[src/rtl/hilo_muldiv_ctrl_pkg.sv]
// Package shared by the HI/LO multiply/divide controller slice.
// Holds the HI/LO op encodings, FSM state type, widths and small helper
// functions used to classify ops and take operand magnitudes.
package hilo_muldiv_ctrl_pkg;

    localparam int XLEN   = 32;
    localparam int HILO_W = 64;
    localparam int CNT_W  = 6;

    localparam logic [2:0] HILO_OP_MULT  = 3'd0;
    localparam logic [2:0] HILO_OP_MULTU = 3'd1;
    localparam logic [2:0] HILO_OP_DIV   = 3'd2;
    localparam logic [2:0] HILO_OP_DIVU  = 3'd3;
    localparam logic [2:0] HILO_OP_MTHI  = 3'd4;
    localparam logic [2:0] HILO_OP_MTLO  = 3'd5;

    typedef enum logic [2:0] {
        ST_IDLE     = 3'd0,
        ST_BUSY_MUL = 3'd1,
        ST_BUSY_DIV = 3'd2,
        ST_DONE     = 3'd3,
        ST_HOLD     = 3'd4
    } hilo_state_e;

    function automatic logic is_mul(input logic [2:0] op);
        return (op == HILO_OP_MULT) || (op == HILO_OP_MULTU);
    endfunction

    function automatic logic is_div(input logic [2:0] op);
        return (op == HILO_OP_DIV) || (op == HILO_OP_DIVU);
    endfunction

    function automatic logic is_mt(input logic [2:0] op);
        return (op == HILO_OP_MTHI) || (op == HILO_OP_MTLO);
    endfunction

    // Magnitude of v when treated as signed, raw value otherwise.
    // 0x80000000 maps to itself, which is the correct unsigned magnitude.
    function automatic logic [XLEN-1:0] mag32(input logic [XLEN-1:0] v, input logic sgn);
        return (sgn && v[XLEN-1]) ? (32'd0 - v) : v;
    endfunction

endpackage

[src/rtl/hilo_muldiv_ctrl_if.sv]
// EX-stage <-> HI/LO controller bundle.
// master: pipeline side (drives op request, flush, external stall, current HI/LO).
// slave : controller side (drives stall_o and the HI/LO write port).
interface hilo_muldiv_ctrl_if;
    logic        op_valid_i;
    logic [2:0]  op_i;
    logic [31:0] src_a_i;
    logic [31:0] src_b_i;
    logic [63:0] hilo_cur_i;
    logic        flush_i;
    logic        stall_ext_i;
    logic        stall_o;
    logic        hilo_we_o;
    logic [63:0] hilo_wdata_o;

    modport master (
        output op_valid_i, op_i, src_a_i, src_b_i, hilo_cur_i, flush_i, stall_ext_i,
        input  stall_o, hilo_we_o, hilo_wdata_o
    );

    modport slave (
        input  op_valid_i, op_i, src_a_i, src_b_i, hilo_cur_i, flush_i, stall_ext_i,
        output stall_o, hilo_we_o, hilo_wdata_o
    );
endinterface

[src/rtl/hilo_muldiv_ctrl_div.sv]
// div_radix2_iter: unsigned restoring divider, one quotient bit per step.
// Ports: clk, rst_n (async active-low), start (load a/b, clear remainder),
//        a (dividend), b (divisor), step (perform one iteration),
//        quot/rem (partial, final after W steps).
// Divide by zero falls out naturally: every trial subtract succeeds, giving
// quot = all ones and rem = a.
module div_radix2_iter #(
    parameter int W = 32
) (
    input  logic         clk,
    input  logic         rst_n,
    input  logic         start,
    input  logic [W-1:0] a,
    input  logic [W-1:0] b,
    input  logic         step,
    output logic [W-1:0] quot,
    output logic [W-1:0] rem
);
    logic [W-1:0] quot_r;
    logic [W-1:0] rem_r;
    logic [W-1:0] div_r;
    logic [W:0]   shifted_s;
    logic [W:0]   diff_s;
    logic         ge_s;

    // Trial subtract of the divisor from the shifted partial remainder.
    always_comb begin
        shifted_s = {rem_r, quot_r[W-1]};
        diff_s    = shifted_s - {1'b0, div_r};
        ge_s      = (shifted_s >= {1'b0, div_r});
    end

    // Operand load and per-step quotient/remainder update.
    always_ff @(posedge clk or negedge rst_n) begin
        if (!rst_n) begin
            quot_r <= {W{1'b0}};
            rem_r  <= {W{1'b0}};
            div_r  <= {W{1'b0}};
        end else if (start) begin
            quot_r <= a;
            rem_r  <= {W{1'b0}};
            div_r  <= b;
        end else if (step) begin
            if (ge_s) begin
                rem_r  <= diff_s[W-1:0];
                quot_r <= {quot_r[W-2:0], 1'b1};
            end else begin
                rem_r  <= shifted_s[W-1:0];
                quot_r <= {quot_r[W-2:0], 1'b0};
            end
        end
    end

    assign quot = quot_r;
    assign rem  = rem_r;
endmodule

[src/rtl/hilo_muldiv_ctrl.sv]
// hilo_muldiv_ctrl: EX-stage sequencer for MULT/MULTU/DIV/DIVU (multi-cycle)
// and MTHI/MTLO (same-cycle) writes into the 64-bit {HI,LO} register.
// Ports: clk, rst_n (async active-low), bus (slave modport of
// hilo_muldiv_ctrl_if: op request, operands, current HI/LO, flush,
// external stall in; stall_o, hilo_we_o, hilo_wdata_o out).
// One hilo_we_o pulse per committed op; a flush discards any in-flight result.
module hilo_muldiv_ctrl
    import hilo_muldiv_ctrl_pkg::*;
#(
    parameter int MUL_CYCLES = 2,
    parameter int DIV_ITERS  = 32
) (
    input  logic                  clk,
    input  logic                  rst_n,
    hilo_muldiv_ctrl_if.slave     bus
);
    localparam logic [CNT_W-1:0] MUL_LAST = CNT_W'(MUL_CYCLES - 1);
    localparam logic [CNT_W-1:0] DIV_LAST = CNT_W'(DIV_ITERS - 1);

    hilo_state_e       state_r, state_nxt_s;
    logic [CNT_W-1:0]  cnt_r, cnt_nxt_s;
    logic [2:0]        op_r;
    logic [XLEN-1:0]   a_r, b_r;

    logic              accept_s, mt_we_s, div_start_s, div_step_s;
    logic              op_signed_s, neg_q_s, neg_r_s;
    logic [HILO_W-1:0] mul_a_s, mul_b_s, prod_s, div_res_s, mt_data_s;
    logic [XLEN-1:0]   quot_s, rem_s;

    // Request decode: multi-cycle accept and same-cycle MTHI/MTLO write.
    always_comb begin
        accept_s    = (state_r == ST_IDLE) && bus.op_valid_i && !bus.flush_i &&
                      (is_mul(bus.op_i) || is_div(bus.op_i));
        mt_we_s     = (state_r == ST_IDLE) && bus.op_valid_i && !bus.flush_i &&
                      !bus.stall_ext_i && is_mt(bus.op_i);
        div_start_s = accept_s && is_div(bus.op_i);
        div_step_s  = (state_r == ST_BUSY_DIV);
        op_signed_s = (bus.op_i == HILO_OP_DIV);
        if (bus.op_i == HILO_OP_MTHI) begin
            mt_data_s = {bus.src_a_i, bus.hilo_cur_i[31:0]};
        end else begin
            mt_data_s = {bus.hilo_cur_i[63:32], bus.src_a_i};
        end
    end

    div_radix2_iter #(.W(XLEN)) u_div (
        .clk   (clk),
        .rst_n (rst_n),
        .start (div_start_s),
        .a     (mag32(bus.src_a_i, op_signed_s)),
        .b     (mag32(bus.src_b_i, op_signed_s)),
        .step  (div_step_s),
        .quot  (quot_s),
        .rem   (rem_s)
    );

    // Result datapath: low 64 bits of the sign/zero-extended product, and
    // signed fixup of the magnitude divide (quotient sign a^b, remainder sign a).
    always_comb begin
        mul_a_s   = {{32{(op_r == HILO_OP_MULT) && a_r[31]}}, a_r};
        mul_b_s   = {{32{(op_r == HILO_OP_MULT) && b_r[31]}}, b_r};
        prod_s    = mul_a_s * mul_b_s;
        neg_q_s   = (op_r == HILO_OP_DIV) && (a_r[31] ^ b_r[31]);
        neg_r_s   = (op_r == HILO_OP_DIV) && a_r[31];
        div_res_s = {(neg_r_s ? (32'd0 - rem_s) : rem_s),
                     (neg_q_s ? (32'd0 - quot_s) : quot_s)};
    end

    // Next-state and counter logic; flush returns to IDLE from any state.
    always_comb begin
        state_nxt_s = state_r;
        cnt_nxt_s   = cnt_r;
        if (bus.flush_i) begin
            state_nxt_s = ST_IDLE;
            cnt_nxt_s   = {CNT_W{1'b0}};
        end else begin
            case (state_r)
                ST_IDLE: begin
                    if (accept_s) begin
                        cnt_nxt_s   = {CNT_W{1'b0}};
                        state_nxt_s = is_mul(bus.op_i) ? ST_BUSY_MUL : ST_BUSY_DIV;
                    end else begin
                        state_nxt_s = ST_IDLE;
                    end
                end
                ST_BUSY_MUL: begin
                    cnt_nxt_s = cnt_r + {{(CNT_W-1){1'b0}}, 1'b1};
                    if (cnt_r == MUL_LAST) begin
                        state_nxt_s = ST_DONE;
                    end else begin
                        state_nxt_s = ST_BUSY_MUL;
                    end
                end
                ST_BUSY_DIV: begin
                    cnt_nxt_s = cnt_r + {{(CNT_W-1){1'b0}}, 1'b1};
                    if (cnt_r == DIV_LAST) begin
                        state_nxt_s = ST_DONE;
                    end else begin
                        state_nxt_s = ST_BUSY_DIV;
                    end
                end
                // HOLD keeps the still-present EX instruction from re-issuing.
                ST_DONE: state_nxt_s = bus.stall_ext_i ? ST_HOLD : ST_IDLE;
                ST_HOLD: state_nxt_s = bus.stall_ext_i ? ST_HOLD : ST_IDLE;
                default: state_nxt_s = ST_IDLE;
            endcase
        end
    end

    // Output decode: stall while accepting or busy, single write pulse in DONE.
    always_comb begin
        bus.stall_o      = accept_s || (!bus.flush_i &&
                           ((state_r == ST_BUSY_MUL) || (state_r == ST_BUSY_DIV)));
        bus.hilo_we_o    = 1'b0;
        bus.hilo_wdata_o = {HILO_W{1'b0}};
        if ((state_r == ST_DONE) && !bus.flush_i) begin
            bus.hilo_we_o    = 1'b1;
            bus.hilo_wdata_o = is_mul(op_r) ? prod_s : div_res_s;
        end else if (mt_we_s) begin
            bus.hilo_we_o    = 1'b1;
            bus.hilo_wdata_o = mt_data_s;
        end else begin
            bus.hilo_we_o    = 1'b0;
        end
    end

    // State, counter and latched operand registers.
    always_ff @(posedge clk or negedge rst_n) begin
        if (!rst_n) begin
            state_r <= ST_IDLE;
            cnt_r   <= {CNT_W{1'b0}};
            op_r    <= 3'd0;
            a_r     <= {XLEN{1'b0}};
            b_r     <= {XLEN{1'b0}};
        end else begin
            state_r <= state_nxt_s;
            cnt_r   <= cnt_nxt_s;
            if (accept_s) begin
                op_r <= bus.op_i;
                a_r  <= bus.src_a_i;
                b_r  <= bus.src_b_i;
            end
        end
    end
endmodule

[src/flat_wrapper.sv]
// flat-port wrapper written by rule: the top's interface ports become plain ports
module hilo_muldiv_ctrl_flat import hilo_muldiv_ctrl_pkg::*;
#(
    parameter int MUL_CYCLES = 2,
    parameter int DIV_ITERS  = 32
)
  (clk, rst_n, bus_op_valid_i, bus_op_i, bus_src_a_i, bus_src_b_i, bus_hilo_cur_i, bus_flush_i, bus_stall_ext_i, bus_stall_o, bus_hilo_we_o, bus_hilo_wdata_o);
  hilo_muldiv_ctrl_if bus_i ();
  input  logic clk;
  input  logic rst_n;
  input wire logic [$bits(bus_i.op_valid_i)-1:0] bus_op_valid_i;
  input wire logic [$bits(bus_i.op_i)-1:0] bus_op_i;
  input wire logic [$bits(bus_i.src_a_i)-1:0] bus_src_a_i;
  input wire logic [$bits(bus_i.src_b_i)-1:0] bus_src_b_i;
  input wire logic [$bits(bus_i.hilo_cur_i)-1:0] bus_hilo_cur_i;
  input wire logic [$bits(bus_i.flush_i)-1:0] bus_flush_i;
  input wire logic [$bits(bus_i.stall_ext_i)-1:0] bus_stall_ext_i;
  output wire logic [$bits(bus_i.stall_o)-1:0] bus_stall_o;
  output wire logic [$bits(bus_i.hilo_we_o)-1:0] bus_hilo_we_o;
  output wire logic [$bits(bus_i.hilo_wdata_o)-1:0] bus_hilo_wdata_o;
  assign bus_i.op_valid_i = bus_op_valid_i;
  assign bus_i.op_i = bus_op_i;
  assign bus_i.src_a_i = bus_src_a_i;
  assign bus_i.src_b_i = bus_src_b_i;
  assign bus_i.hilo_cur_i = bus_hilo_cur_i;
  assign bus_i.flush_i = bus_flush_i;
  assign bus_i.stall_ext_i = bus_stall_ext_i;
  assign bus_stall_o = bus_i.stall_o;
  assign bus_hilo_we_o = bus_i.hilo_we_o;
  assign bus_hilo_wdata_o = bus_i.hilo_wdata_o;
  hilo_muldiv_ctrl #(.MUL_CYCLES(MUL_CYCLES), .DIV_ITERS(DIV_ITERS)) u_core (.clk(clk), .rst_n(rst_n), .bus(bus_i));
endmodule
[config.mk]
export PLATFORM = sky130hd
export DESIGN_NAME = hilo_muldiv_ctrl_flat
export DESIGN_NICKNAME = d
export VERILOG_FILES = /design/src/rtl/hilo_muldiv_ctrl_pkg.sv /design/src/rtl/hilo_muldiv_ctrl_if.sv /design/src/rtl/hilo_muldiv_ctrl_div.sv /design/src/rtl/hilo_muldiv_ctrl.sv /design/src/flat_wrapper.sv
export SDC_FILE = /design/constraint.sdc
export NUM_CORES = 2
export LEC_CHECK = 0
export BUFFER_PORTS_ARGS = -buffer_cell sky130_fd_sc_hd__buf_4
export CORE_MARGIN = 1
export CORE_UTILIZATION = 45
export CTS_CLUSTER_DIAMETER = 50
export DETAILED_ROUTE_END_ITERATION = 6
export SYNTH_ARGS = -nofsm -noshare
export SYNTH_HDL_FRONTEND = slang
export SYNTH_SLANG_ARGS = --single-unit
[constraint.sdc]
create_clock -name clk -period 10.3 [get_ports clk]
set_input_delay 2.06 -clock clk [delete_from_list [all_inputs] [get_ports clk]]
set_output_delay 2.06 -clock clk [all_outputs]
set_load 0.01 [all_outputs]
== Word level (Yosys, flattened, before mapping) ==
Cells that the tools add are included.
Operators by class
  bitwise logic cells: 1
  add/sub/neg operators: 6
  order comparisons: 1
  $mul: 1
  reduce and logical (&&, ||, !) cells: 31
  muxes and demuxes: 26
  equal/unequal tests: 14
Operators with widths (count)
  32-bit 2-to-1 mux: 9
  64-bit 2-to-1 mux: 4
  1-bit by 32-bit subtractor with 32-bit output (first input constant): 4
  33-bit by 33-bit multiplier with 64-bit output: 1
  33-bit by 32-bit greater-or-equal comparator with 1-bit output: 1
  32-bit subtractor: 1
  3-bit by 2-bit == test with 1-bit output (second input constant): 5
  1-bit logical AND: 14
  6-bit 2-to-1 mux: 2
  3-bit case mux with 4 select lines: 1
  6-bit case mux with 2 select lines: 1
  3-bit by 1-bit == test with 1-bit output (second input constant): 3
  3-bit == test (second input constant): 3
  3-bit logical NOT: 3
  3-bit 2-to-1 mux: 3
  1-bit logical OR: 7
  6-bit by 1-bit adder with 6-bit output (second input constant): 1
  6-bit by 1-bit == test with 1-bit output (second input constant): 1
  6-bit by 5-bit == test with 1-bit output (second input constant): 1
  1-bit 2-to-1 mux: 4
  2-bit 2-to-1 mux: 2
  2-bit OR reduction: 2
  3-bit by 2-bit inequality test with 1-bit output (second input constant): 1
  3-bit nonzero test: 1
  other kinds (4): 5
Storage, ports and cells
  input bits: 136
  register bits after elaboration: 172
  output and inout bits: 66
  logic and storage cells: 88

== Depth between registers and ports, before layout ==
  depth in word-level cells: 7
  mapped depth: 33
  depth with buffers taken out: 30

== Cells and area by module ==
From an unflattened synthesis, not the netlist that was laid out.
Unflattened totals
  cell total of the unflattened synthesis: 6079
  area total of the unflattened synthesis: 51749.6 um2
By module, submodules not included
  hilo_muldiv_ctrl: instances 1, area an instance 45389.8 um2, cells an instance 5350, seq. area each 1901.8 um2
  div_radix2_iter: instances 1, area an instance 6359.8 um2, cells an instance 729, seq. area each 2402.3 um2

== Least setup slack after synthesis ==
Ideal clock, no wire load.
  kind: reg-to-output
  start point: register u_core.op_r[2]
  end point: output port bus_hilo_wdata_o[63]
  path buffers: 3
  stages on the path, launching flop included: 30
  required time: 8240 ps
  path slack: -220 ps
  data arrival time: 8460 ps
  cell sequence: dfrtp_1 > or2_2 > clkbuf_1 > nor2_1 > and2_1 > clkbuf_1 > nand2_1 > inv_1 > fa_1 > fa_1 > fa_1 > fa_1 > inv_1 > fa_1 > inv_1 > fa_1 > inv_1 > fa_1 > fa_1 > inv_1 > ha_1 > clkbuf_1 > and3_1 > nand4_1 > nand3b_1 > a211oi_1 > o21ai_1 > o31ai_1 > xnor2_1 > o21ai_0
On the way
  word-level cells in the longest chain between the ends: 5
  elaborated cells between the ends (all ways): 11
  those cells by class: mul: 1; eq/ne: 2; mux: 3; reduce/logical: 5
RTL lines
  from (decl): line hilo_muldiv_ctrl.sv:22  | logic [2:0] op_r;
  from (signal assigned): line hilo_muldiv_ctrl.sv:139  | op_r <= bus.op_i;
  3-bit logical NOT / 3-bit by 2-bit == test with 1-bit output (equally long branches)
  1-bit logical AND (on tied branches): line hilo_muldiv_ctrl.sv:60, hilo_muldiv_ctrl.sv:61, hilo_muldiv_ctrl.sv:64
  33-bit by 33-bit multiplier with 64-bit output / 32-bit 2-to-1 mux (equally long branches): line hilo_muldiv_ctrl.sv:62, hilo_muldiv_ctrl.sv:65
  64-bit 2-to-1 mux (*): line hilo_muldiv_ctrl.sv:118  | bus.hilo_wdata_o = is_mul(op_r) ? prod_s : div_res_s;
  64-bit 2-to-1 mux (*): line hilo_muldiv_ctrl.sv:116  | if ((state_r == ST_DONE) && !bus.flush_i) begin
  to (decl): line flat_wrapper.sv:20  | output wire logic [$bits(bus_i.hilo_wdata_o)-1:0] bus_hilo_wdata_o;
Mark *: on every way between the ends. The rest lies on a longest branch, timed or not.

== Worst setup path in the final report ==
  start point: register u_core.b_r[0]
  end point: output port bus_hilo_wdata_o[62]
On the way
  word-level cells in the longest chain between the ends: 3
RTL lines
  from (decl): line hilo_muldiv_ctrl.sv:23  | logic [XLEN-1:0] a_r, b_r;
  from (signal assigned): line hilo_muldiv_ctrl.sv:134  | b_r <= {XLEN{1'b0}};
  from (signal assigned): line hilo_muldiv_ctrl.sv:141  | b_r <= bus.src_b_i;
  33-bit by 33-bit multiplier with 64-bit output: line hilo_muldiv_ctrl.sv:62  | prod_s = mul_a_s * mul_b_s;
  64-bit 2-to-1 mux: line hilo_muldiv_ctrl.sv:118
  64-bit 2-to-1 mux: line hilo_muldiv_ctrl.sv:116
No other way between the ends.

==> summary.md <==
Clock-pin slew was measured on the worst setup and hold paths at 0.08 ns. After clock tree synthesis, the flow added hold-fix buffers numbering 0. At the later pin of the worst-skew pair, clock insertion delay measures 0.47 ns. The number of antenna violations at the first check in global routing was 7; the max-slew violation count was 0. The logs give 172 for the CTS sink count and 111000 sq um for the core area. Detailed routing inserted a total of 41.3k vias. The worst setup path is of the reg -> out kind. The area growth from synthesis to layout is 15.4%. For this design the top-level I/O count stands at 202. The clock passes through at most 2 buffers.

The kind of cell with the highest combined delay along the critical path is adder cells. The run gives 43.1k as the via count of the first global-routing pass. Measured in cells, the most critical reg-to-reg path has a length of 14. The overall fraction of global-route tracks in use came out at 0.297. Setup repair after global routing could not meet its margin everywhere. The cell count along the critical path works out to 25. For the final hold violation count, the log shows 0.

The number of nets handed over by synthesis was 7423. STA classifies the critical path endpoint as an output port. Dividing the detail-routed wire length by the instance count gives 21.4 microns. For this run the aggregate overflow at the end of global routing stands at 0.

Dividing the synthesized area by the synthesized cell count gives 8.59 sq um. Fill cells in the final layout number 10.5k. The library cell used most frequently in the layout, excluding fill and tap cells, is inv_1. Prior to clock tree synthesis, the placed netlist has a worst setup slack of -0.181 ns. In the layout the commonest cells are inv_1, nand2_1, fa_1.

The worst path buffer plus inverter count works out to 6. Number of synthesized register bits: 172. The tightest min-delay check is of the reg -> reg type. Summed over all layers, the routed wires come to 164 mm. During placement, the flow inserted port buffers numbering 201. The first detailed-routing pass took 6 iterations. Timing would allow up to 0.0950 GHz. The number of antenna-violating nets in the routed design is 0, and the die boundary width is 338 microns. The logs give 0.276 for the headroom to the max-slew limit and 114000 sq um for the total die area. In the synthesized netlist the dominant register cell turns out to be dfrtp_1. The setup TNS after final layout was -1.12 ns; the number of flops mapped to enable cells by yosys was 0. At the worst endpoint, the required time is 8.24 ns. The tools report the final setup slack of the worst path as -0.224 ns. In this run the critical register-to-register path is captured at u_core.u_div.rem[30]$_DFFE_PN0P_.

The maximum fanout count along the critical path was 5. The number of endpoints failing setup at the final stage is 15, and the largest clock skew in the final design is 0.0160 ns. The fraction of layout cells with a size suffix above 1 came out at 0.145. The worst path needs 10.52 ns of the cycle, external delays included. The cell repeated most along the worst path was fa_1. Yosys mapped the design onto 74 distinct sky130hd cell types. The mapped netlist covers 50800 sq um. The checks that failed: negative setup slack. After technology mapping, the gate count stands at 5910. At the worst endpoint, the arrival time is 8.46 ns. Cell at the slowest stage of the critical path: fa_1. Standard-cell row count: 122.

The logs give 3118 for the DRC marker count from the first detailed-route iteration and 7684 for the number of nets in the final layout. The share of flip-flops with an asynchronous set or reset after synthesis is 1.00, and the portion of the clock cycle consumed by the worst path in the final layout is 1.02. The stage delay of the slowest cell on the critical path was 0.55 ns. STA classifies the critical path startpoint as a register.

The run gives 0.0848 as the register area share after synthesis. The number of CTS-inserted buffers is 17. The hold path endpoint is u_core.u_div.div_r[19]$_DFFE_PN0P_. The starting density of the core was 0.456; the total half-perimeter wirelength after legalization and detailed placement was 134 mm. The wire length of the first global-routing pass is 257 mm, and the transition time at the pin with the least slew margin is 1.09 ns. Counting instances, the worst hold path has a depth of 2.

The flow ran to the end, but the final reports show violations. Y dimension of the die: 338 microns. Setup slack on the worst reg-to-reg path comes out at 6.41 ns. In this run the critical register-to-register path is launched from u_core.u_div.quot[31]$_DFFE_PN0P_. The H-tree was split into 4 levels.

The pin count of the biggest net entering global routing came out at 79. The root buffer cell was clkbuf_16. TritonCTS built the clock tree. The vias per cell came out at 5.38.

The share of the core filled with cells in the final layout came out at 0.527. For the number of warnings reported in the yosys synthesis log, the log shows 0. The remaining design rule violation count is 0. Across the run, the number of max-cap violations was 0. Routability-driven placement finished with a final weighted congestion of 0.947.

The worst hold path begins at u_core.u_div.div_r[19]$_DFFE_PN0P_.
-- sequential cells by signal, summed over array words and instances, names as in the netlist --
| signal | count |
|---|---|
| u_core.a_r | 32 |
| u_core.b_r | 32 |
| u_core.u_div.div_r | 32 |
| u_core.u_div.quot | 32 |
| u_core.u_div.rem | 32 |
| u_core.cnt_r | 6 |
| u_core.op_r | 3 |
| u_core.state_r | 3 |
-- worst max-delay path by stage --
| stage | startpoint | endpoint | slack (ns) |
|---|---|---|---|
| finish | u_core.b_r[0]$_DFFE_PN0P_ | bus_hilo_wdata_o[62] | -0.22 |
| global route | u_core.op_r[2]$_DFFE_PN0P_ | bus_hilo_wdata_o[60] | -0.42 |
| CTS | u_core.op_r[2]$_DFFE_PN0P_ | bus_hilo_wdata_o[51] | -0.21 |
| detailed placement | u_core.op_r[2]$_DFFE_PN0P_ | bus_hilo_wdata_o[51] | -0.18 |
| global placement | u_core.op_r[2]$_DFFE_PN0P_ | bus_hilo_wdata_o[51] | -0.18 |
| floorplan | u_core.op_r[2]$_DFFE_PN0P_ | bus_hilo_wdata_o[62] | 0.03 |
-- worst min-delay path, cell delays in order, from the launching register on --
cell	delay (ns)
dfrtp_1	0.35
nand2_1	0.05
o21ai_0	0.06
-- what timing repair did --
item	in CTS	in global routing
endpoints found under the setup margin	33	37
pin swaps	105	152
gates cloned	6	4
resized for setup	192	182
setup buffers	53	26
-- cell type report --
class                           instances  area (sq um)  area share
Clock buffer                           21           460     0.00786
Antenna cell                            6          15.0    0.000256
Tap cell                             1488          1860      0.0318
Inverter                             1218          4580      0.0781
Timing Repair Buffer                  582          5390      0.0919
Clock inverter                         11           129     0.00220
Multi-Input combinational cell       4180         41800       0.714
Sequential cell                       172          4330      0.0738
-- metrics by stage --
stage	std cells	instance area, sq um	hold WS [ns]
after global routing	7675	58600	0.507
after CTS	7646	57600	0.492
final	7678	58600	0.487
after floorplan	5910	50800	0.450
after global placement	7557	55700	0.465
after detailed placement	7557	55700	0.474
-- cell usage after synthesis, types with 4 or more instances --
library cell  count  area share
inv_1          1218       0.090
fa_1           1126        0.44
nand2_1        1116       0.082
clkbuf_1        325       0.024
and2_1          298       0.037
ha_1            251       0.062
a21oi_1         210       0.021
o21ai_0         195       0.019
dfrtp_1         172       0.085
nor2_1          170       0.013
xnor2_1         131       0.023
xor2_1           81       0.014
mux2i_1          70       0.014
nand3_1          62      0.0061
a21o_1           52      0.0077
o22ai_1          45      0.0055
nor3_1           37      0.0036
and3_1           34      0.0042
o31ai_1          29      0.0043
a31oi_1          23      0.0028
a22oi_1          22      0.0033
o21bai_1         19      0.0028
or2_2            16      0.0020
or3_1            15      0.0018
or4_1            15      0.0022
nand4_1          14      0.0017
o211ai_1         14      0.0021
a211oi_1         13      0.0019
nor2b_1          12      0.0015
nor4_1           11      0.0014
o41ai_1          10      0.0017
nand2b_1          9      0.0011
o21a_1            9      0.0013
a221oi_1          7      0.0012
buf_1             7     0.00052
a221o_1           5     0.00099
buf_2             5     0.00049
a21boi_0          4     0.00059
nor3b_1           4     0.00059
-- layer usage --
| metal | vias to the layer above | global-route usage | routed length (microns) |
|---|---|---|---|
| met5 | - | 0 | 21 |
| met4 | 4 | 0.0839 | 5340 |
| met3 | 232 | 0.0482 | 12000 |
| met2 | 1350 | 0.480 | 77700 |
| met1 | 21400 | 0.411 | 69100 |
| li1 | 18300 | - | - |
-- cells by family after synthesis --
family,synth area share
multiplexers,0.0138
AO/OA/AOI/OAI,0.0817
flip-flops,0.0848
adder cells (fa/ha/maj),0.506
buffers and inverters,0.115
XOR/XNOR,0.0366
AND/OR/NAND/NOR,0.162
Power is not shown: default switching activity piles up to over one toggle a cycle in this logic, so the estimate is an artifact.
